$ cat src/rtl/mem_access_stage_pkg.sv
// Shared definitions for the load/store stage: default widths and FSM state encoding.
package mem_access_stage_pkg;

    localparam int ADDR_W_DEF = 10;
    localparam int DATA_W_DEF = 16;
    localparam int TAG_W_DEF  = 3;
    localparam int CNT_W_DEF  = 16;

    typedef enum logic [1:0] {
        ST_IDLE  = 2'd0,
        ST_STORE = 2'd1,
        ST_LOAD  = 2'd2,
        ST_RESP  = 2'd3
    } mas_state_e;

endpackage

$ cat src/rtl/mem_access_stage_event_counter.sv
// Free-running event counter: increments on en, wraps modulo 2^CNT_W.
module mas_event_counter #(
    parameter int CNT_W = 16
) (
    input  logic             clk,
    input  logic             rst_n,
    input  logic             en,
    output logic [CNT_W-1:0] count
);

    logic [CNT_W-1:0] cnt_d;
    logic [CNT_W-1:0] cnt_q;

    always_comb begin
        cnt_d = cnt_q;
        if (en) begin
            cnt_d = cnt_q + CNT_W'(1);
        end
    end

    always_ff @(posedge clk or negedge rst_n) begin
        if (!rst_n) begin
            cnt_q <= '0;
        end else begin
            cnt_q <= cnt_d;
        end
    end

    assign count = cnt_q;

endmodule

$ cat src/rtl/mem_access_stage.sv
// Load/store stage between execute and the 1024x16 data RAM. All RAM-side
// outputs come straight from flops so nothing glitches at the falling-edge write.
//
// state | meaning
// IDLE  | ready for a request; RAM outputs hold, mem_we low
// STORE | mem_we high for this single cycle
// LOAD  | address held one full cycle, read data captured at the end
// RESP  | load result presented until writeback takes it
module mem_access_stage
    import mem_access_stage_pkg::*;
#(
    parameter int ADDR_W = ADDR_W_DEF,
    parameter int DATA_W = DATA_W_DEF,
    parameter int TAG_W  = TAG_W_DEF,
    parameter int CNT_W  = CNT_W_DEF
) (
    input  logic              clk,
    input  logic              rst_n,
    input  logic              req_valid,
    output logic              req_ready,
    input  logic              req_is_store,
    input  logic [DATA_W-1:0] req_addr,
    input  logic [DATA_W-1:0] req_wdata,
    input  logic [TAG_W-1:0]  req_tag,
    output logic [ADDR_W-1:0] mem_addr,
    output logic [DATA_W-1:0] mem_wdata,
    output logic              mem_we,
    input  logic [DATA_W-1:0] mem_rdata,
    output logic              resp_valid,
    input  logic              resp_ready,
    output logic [DATA_W-1:0] resp_rdata,
    output logic [TAG_W-1:0]  resp_tag,
    output logic              addr_err,
    output logic [CNT_W-1:0]  load_count,
    output logic [CNT_W-1:0]  store_count
);

    mas_state_e        state_d,      state_q;
    logic [ADDR_W-1:0] mem_addr_d,   mem_addr_q;
    logic [DATA_W-1:0] mem_wdata_d,  mem_wdata_q;
    logic              mem_we_d,     mem_we_q;
    logic [TAG_W-1:0]  tag_d,        tag_q;
    logic              resp_valid_d, resp_valid_q;
    logic [DATA_W-1:0] resp_rdata_d, resp_rdata_q;
    logic [TAG_W-1:0]  resp_tag_d,   resp_tag_q;
    logic              addr_err_d,   addr_err_q;
    logic              store_done;
    logic              load_done;

    always_comb begin
        state_d      = state_q;
        mem_addr_d   = mem_addr_q;
        mem_wdata_d  = mem_wdata_q;
        mem_we_d     = 1'b0;
        tag_d        = tag_q;
        resp_valid_d = resp_valid_q;
        resp_rdata_d = resp_rdata_q;
        resp_tag_d   = resp_tag_q;
        addr_err_d   = 1'b0;
        store_done   = 1'b0;
        load_done    = 1'b0;

        case (state_q)
            ST_IDLE: begin
                if (req_valid) begin
                    // Out-of-range addresses still go ahead on the truncated word address.
                    mem_addr_d  = req_addr[ADDR_W-1:0];
                    mem_wdata_d = req_wdata;
                    tag_d       = req_tag;
                    addr_err_d  = |req_addr[DATA_W-1:ADDR_W];
                    if (req_is_store) begin
                        mem_we_d = 1'b1;
                        state_d  = ST_STORE;
                    end else begin
                        state_d  = ST_LOAD;
                    end
                end
            end
            ST_STORE: begin
                store_done = 1'b1;
                state_d    = ST_IDLE;
            end
            ST_LOAD: begin
                resp_rdata_d = mem_rdata;
                resp_tag_d   = tag_q;
                resp_valid_d = 1'b1;
                state_d      = ST_RESP;
            end
            ST_RESP: begin
                if (resp_ready) begin
                    resp_valid_d = 1'b0;
                    load_done    = 1'b1;
                    state_d      = ST_IDLE;
                end
            end
            default: begin
                state_d = ST_IDLE;
            end
        endcase
    end

    always_ff @(posedge clk or negedge rst_n) begin
        if (!rst_n) begin
            state_q      <= ST_IDLE;
            mem_addr_q   <= '0;
            mem_wdata_q  <= '0;
            mem_we_q     <= 1'b0;
            tag_q        <= '0;
            resp_valid_q <= 1'b0;
            resp_rdata_q <= '0;
            resp_tag_q   <= '0;
            addr_err_q   <= 1'b0;
        end else begin
            state_q      <= state_d;
            mem_addr_q   <= mem_addr_d;
            mem_wdata_q  <= mem_wdata_d;
            mem_we_q     <= mem_we_d;
            tag_q        <= tag_d;
            resp_valid_q <= resp_valid_d;
            resp_rdata_q <= resp_rdata_d;
            resp_tag_q   <= resp_tag_d;
            addr_err_q   <= addr_err_d;
        end
    end

    mas_event_counter #(.CNT_W(CNT_W)) u_store_cnt (
        .clk   (clk),
        .rst_n (rst_n),
        .en    (store_done),
        .count (store_count)
    );

    mas_event_counter #(.CNT_W(CNT_W)) u_load_cnt (
        .clk   (clk),
        .rst_n (rst_n),
        .en    (load_done),
        .count (load_count)
    );

    assign req_ready  = (state_q == ST_IDLE);
    assign mem_addr   = mem_addr_q;
    assign mem_wdata  = mem_wdata_q;
    assign mem_we     = mem_we_q;
    assign resp_valid = resp_valid_q;
    assign resp_rdata = resp_rdata_q;
    assign resp_tag   = resp_tag_q;
    assign addr_err   = addr_err_q;

endmodule

$ cat config.mk
export PLATFORM = sky130hd
export DESIGN_NAME = mem_access_stage
export DESIGN_NICKNAME = d
export VERILOG_FILES = /design/src/rtl/mem_access_stage_pkg.sv /design/src/rtl/mem_access_stage_event_counter.sv /design/src/rtl/mem_access_stage.sv
export SDC_FILE = /design/constraint.sdc
export NUM_CORES = 1
export LEC_CHECK = 0
export BUFFER_PORTS_ARGS = -buffer_cell sky130_fd_sc_hd__buf_2
export CORE_MARGIN = 2
export CORE_UTILIZATION = 52
export CTS_CLUSTER_DIAMETER = 100
export DETAILED_ROUTE_END_ITERATION = 8
export PLACE_DENSITY = 0.85
export SETUP_SLACK_MARGIN = 0.5
export SLEW_MARGIN = 0
export SYNTH_ARGS = -nofsm -noshare
export SYNTH_HDL_FRONTEND = slang
export SYNTH_SLANG_ARGS = --single-unit
$ cat constraint.sdc
create_clock -name clk -period 2.8 [get_ports clk]
set_clock_uncertainty 0.1 [all_clocks]
set_input_delay 0.56 -clock clk [delete_from_list [all_inputs] [get_ports clk]]
set_output_delay 0.56 -clock clk [all_outputs]
set_load 0.005 [all_outputs]
After elaboration in Yosys (flattened, before gate mapping)
Index checks and enable logic that the tools add are counted.
{"block": "classes", "n_addsub": 2, "n_eq_ne": 5, "mux": 14, "n_reduce_logical": 6}
{"op": "$add 16x1->16 const B", "n": 2}
{"op": "$mux 1", "n": 9}
{"op": "$pmux 2 s4", "n": 1}
{"op": "$mux 2", "n": 3}
{"op": "$reduce_and 2->1", "n": 3}
{"op": "$reduce_or 6->1", "n": 1}
{"op": "$eq 2x2->1 const B", "n": 2}
{"op": "$ne 2x2->1 const B", "n": 2}
{"op": "$eq 2x1->1 const B", "n": 1}
{"op": "$logic_not 2->1", "n": 1}
{"op": "$pmux 1 s2", "n": 1}
{"op": "$reduce_bool 2->1", "n": 1}
{"block": "word_totals", "register_bits": 85, "out_inout_bits": 81, "elab_cells": 38}

Logic depth before layout (Yosys ltp)
{"block": "depth", "depth_word": 3, "mapped_depth": 5, "mapped_depth_nobuf": 5}

Modules after synthesis
From an unflattened synthesis, not the netlist that was laid out.
{"block": "hier_totals", "hier_cells": 233, "area_unflattened_um2": 3423.3}
{"mod": "mem_access_stage", "instances": 1, "cells_each": 121, "area_per_inst_um2": 2031.9}
{"mod": "mas_event_counter", "instances": 2, "cells_each": 56, "area_per_inst_um2": 695.7}

Worst setup path after synthesis
Ideal clock, no wire load.
{"block": "synth_timing", "kind": "reg-to-reg", "from": "reg u_store_cnt.cnt_q[0] (netlist: u_store_cnt.count[0])", "to": "reg u_store_cnt.cnt_q[12] (netlist: u_store_cnt.count[12])", "t_arrival_ns": 1.478, "path_slack_ns": 1.143, "stages_incl_launch_ff": 6, "path_buffers": 0, "path_cell_list": "dfrtp_1 -> ha_1 -> inv_1 -> or4_4 -> nor2_2 -> xor2_1"}
{"block": "synth_between", "elab_chain_cells": 1}
{"element": "from (decl)", "line_no": "mem_access_stage_event_counter.sv:12", "rtl": "logic [CNT_W-1:0] cnt_q;"}
{"element": "from (signal assigned)", "line_no": "mem_access_stage_event_counter.sv:25", "rtl": "cnt_q <= cnt_d;"}
{"element": "$add 16x1->16", "line_no": "mem_access_stage_event_counter.sv:17", "rtl": "cnt_d = cnt_q + CNT_W'(1);"}
Every way passes these cells.
A chain may end at the register's enable or synchronous reset.

Worst setup path in the final report
{"block": "layout_timing", "from": "reg state_q[1]", "to": "reg resp_rdata_q[8] (netlist: resp_rdata[8])"}
{"block": "layout_between", "elab_chain_cells": 1}
{"element": "from (decl)", "line_no": "mem_access_stage.sv:38", "rtl": "mas_state_e state_d, state_q;"}
{"element": "from (signal assigned)", "line_no": "mem_access_stage.sv:114", "rtl": "state_q <= state_d;"}
{"element": "$eq 2x2->1", "line_no": "mem_access_stage.sv:63", "rtl": "case (state_q)"}
{"element": "to (signal assigned)", "line_no": "mem_access_stage.sv:120", "rtl": "resp_rdata_q <= resp_rdata_d;"}
{"element": "to (decl)", "line_no": "mem_access_stage.sv:44", "rtl": "logic [DATA_W-1:0] resp_rdata_d, resp_rdata_q;"}
Every way passes these cells.

==> metrics.yaml <==
wl_mm: 6.81
grt_pass1_wl_mm: 11.4
synth_mux_area_share_pct: 16.5
vias: 2408
place_congestion: 0.768
finalSetupTns_ps: 0
worstPathCellList: "nor2b_2 -> buf_4 -> mux2_2"
route.detailed.drc: 0
dp_slack_ps: 890
drv_slew: 0
grt_pass1_vias: 2411
outcome: "completed"
clock_sinks: 85
hold-worst-slack_ps: 77.6
syn_area_mm2: 0.00340
diodes: 0
p_int_mw: 3.05
nFillCells: 488
synthSimpleGateAreaFrac_pct: 10.1
cellPowerDensity_mw_per_mm2: 983
power.leakage_nw: 2.25
setup_viol: 0
cts_tree: "built"
critPathSlowestCell: "dfrtp_1"
worstMarginPinSlew_ps: 546
crit_type: "register to register"
root_buffer: "clkbuf_8"
p_clk_share_pct: 22.3
p_comb_share_pct: 31.4
vdd_ir_drop_max_uv: 617
cts_hold_buf: 0
fin_cells: 466
critical_path.max_stage_delay_ps: 530
final_hold_viol_count: 0
ys_types: 28
critPathArrivalTime_ps: 2020
p_seq_share_pct: 46.3
chipWidth_um: 84.9
grt_usage_pct: 20.3
ys_warn_count: 0
initial_core_util_pct: 53.6
max-cap-violations: 0
cts.reportedPaths.clkPinSlew_ps: 90
ys_ff_latch: 85
crit_path_end_kind: "register"
die_area_mm2: 0.00721
layout_setup_ws_ps: 908
power_switching_share_pct: 29.6
postCtsResizedCells: 0
ys_seq_area_share_pct: 62.5
area.growth.synth_to_final_pct: 29.6
place_inst: 450
postCtsSetupBuffers: 0
gr-total-overflow: 0
antenna_found_initial: 0
layout.nets: 442
stdcell_area_mm2: 0.00441
finalPower_mw: 4.34
drt_first_iter_violations: 58
slew_headroom_pct: 63.5
port_buffers: 136
p_switching_mw: 1.28
timing.final.crit_share_pct: 67.6
dieHeight_um: 84.9
grt_max_degree: 44
layout.core_utilization_pct: 69.4
period_needed_ps: 1890
placement.cell_area_mm2: 0.00418
wl_per_cell_um: 14.6
pin_count: 137
final_antenna_net_count: 0
place_hpwl_mm: 4.97
synth_compound_area_share_pct: 0.772
syn_nets: 300
grt_setup_unrepaired: "false"
dr.pass1.iters: 4
coreArea_mm2: 0.00635
fmax_mhz: 529
via_per_inst: 5.17
synth_top_family_by_area: "multiplexers"
syn_inst: 242
synth_fa_ha_area_share_pct: 0.735
clockBufferDepth: 2
synth_area_per_cell_um2: 14.1
clock_latency_ps: 350
crit_fanout: 11
min_path_type: "input pin to async pin"
synthXorXnorAreaFrac_pct: 7.72
drive_gt1_share_pct: 54.5
cts_buffers: 9
row_count: 29
startpoint_type: "register"
htree_levels: 3
required_ps: 2930
-- cells in the mapped netlist, drive strengths merged --
cell,instances,area [um2]
nand2,15,56.3
inv,4,15.0
buf,7,35.0
nand4bb,1,11.3
nor2b,2,12.5
dfrtp,85,2130
nand4,14,93.8
clkbuf,1,3.75
o21ai,2,10.0
xnor2,21,184
nor3,3,15.0
ha,2,25.0
nor2,10,42.5
xor2,9,78.8
mux2,50,563
o31a,1,8.76
nand3,1,5.00
a21o,1,7.51
nand2b,1,6.26
and4,1,8.76
or4,2,18.8
and3,6,38.8
nor4,2,12.5
nand4b,1,23.8
-- worst paths after layout --
check | start | endpoint | slack (ps) | depth (start not counted)
worst max-delay path | state_q[1] | resp_rdata[8] | 910 | 3
worst min-delay path | rst_n | u_store_cnt.count[12] | 80 | 1
worst max register to register | state_q[1] | resp_rdata[8] | 910 | 3
worst min register to register | u_store_cnt.count[15] | u_store_cnt.count[15] | 370 | 1
max in group asynchronous | rst_n | mem_addr[9] | 1900 | 2
min in group clk | req_addr[14] | addr_err | 330 | 2
-- cell families after synthesis --
family / after synthesis
buffers and inverters: 12
AO/OA/AOI/OAI: 4
adder cells (fa/ha/maj): 2
AND/OR/NAND/NOR: 59
flip-flops: 85
XOR/XNOR: 30
multiplexers: 50
-- layout make-up --
type	count	area [um2]	share of cell area, %
clock buffers	12	155	3.52
clock inverters	4	70.1	1.59
inverters	4	15.0	0.341
multi-input cells	145	1230	27.8
flip-flops and latches	85	2130	48.2
well taps	77	96.3	2.19
repair buffers	139	718	16.3
-- worst max-delay path, delay by kind of cell, from the launching register on --
family	cells	cell delay [ps]
flip-flops	1	530
AND/OR/NAND/NOR	1	500
multiplexers	1	360
buffers and inverters	1	280
-- flip-flops by register name, indices dropped and copies added (netlist names) --
signal,flops
state_q,2
mem_wdata,16
resp_valid,1
addr_err,1
resp_tag,3
resp_rdata,16
mem_addr,10
mem_we,1
u_load_cnt.count,16
u_store_cnt.count,16
tag_q,3
-- placed cells by master (no fill, tap or decap), drive strengths merged, types with 4 or more instances in the layout --
cell / Yosys / routed
clkbuf: 1 / 12
dfrtp: 85 / 85
nor2: 10 / 10
nand4: 14 / 14
xor2: 9 / 9
xnor2: 21 / 21
and3: 6 / 6
inv: 4 / 4
buf: 7 / 139
mux2: 50 / 50
nand2: 15 / 15
-- power by group through the flow --
stage	Combinational [mW]	Sequential (mW)	Clock, mW
global route	1.52	2.07	1.04
detailed placement	1.40	2.02	0
global placement	1.34	2.00	0
floorplan	0.772	2.00	0
finish	1.36	2.01	0.966
CTS	1.40	2.01	0.984
-- metal layers --
| layer | GRT usage [%] | vias to the layer above | routed length [um] |
|---|---|---|---|
| li1 | - | 1131 | - |
| met1 | 25.6 | 1182 | 2850 |
| met2 | 33.1 | 87 | 3340 |
| met3 | 6.42 | 8 | 516 |
| met4 | 7.79 | 0 | 93 |
| met5 | 0 | - | 0 |
Power figures use the tool's default switching activity.
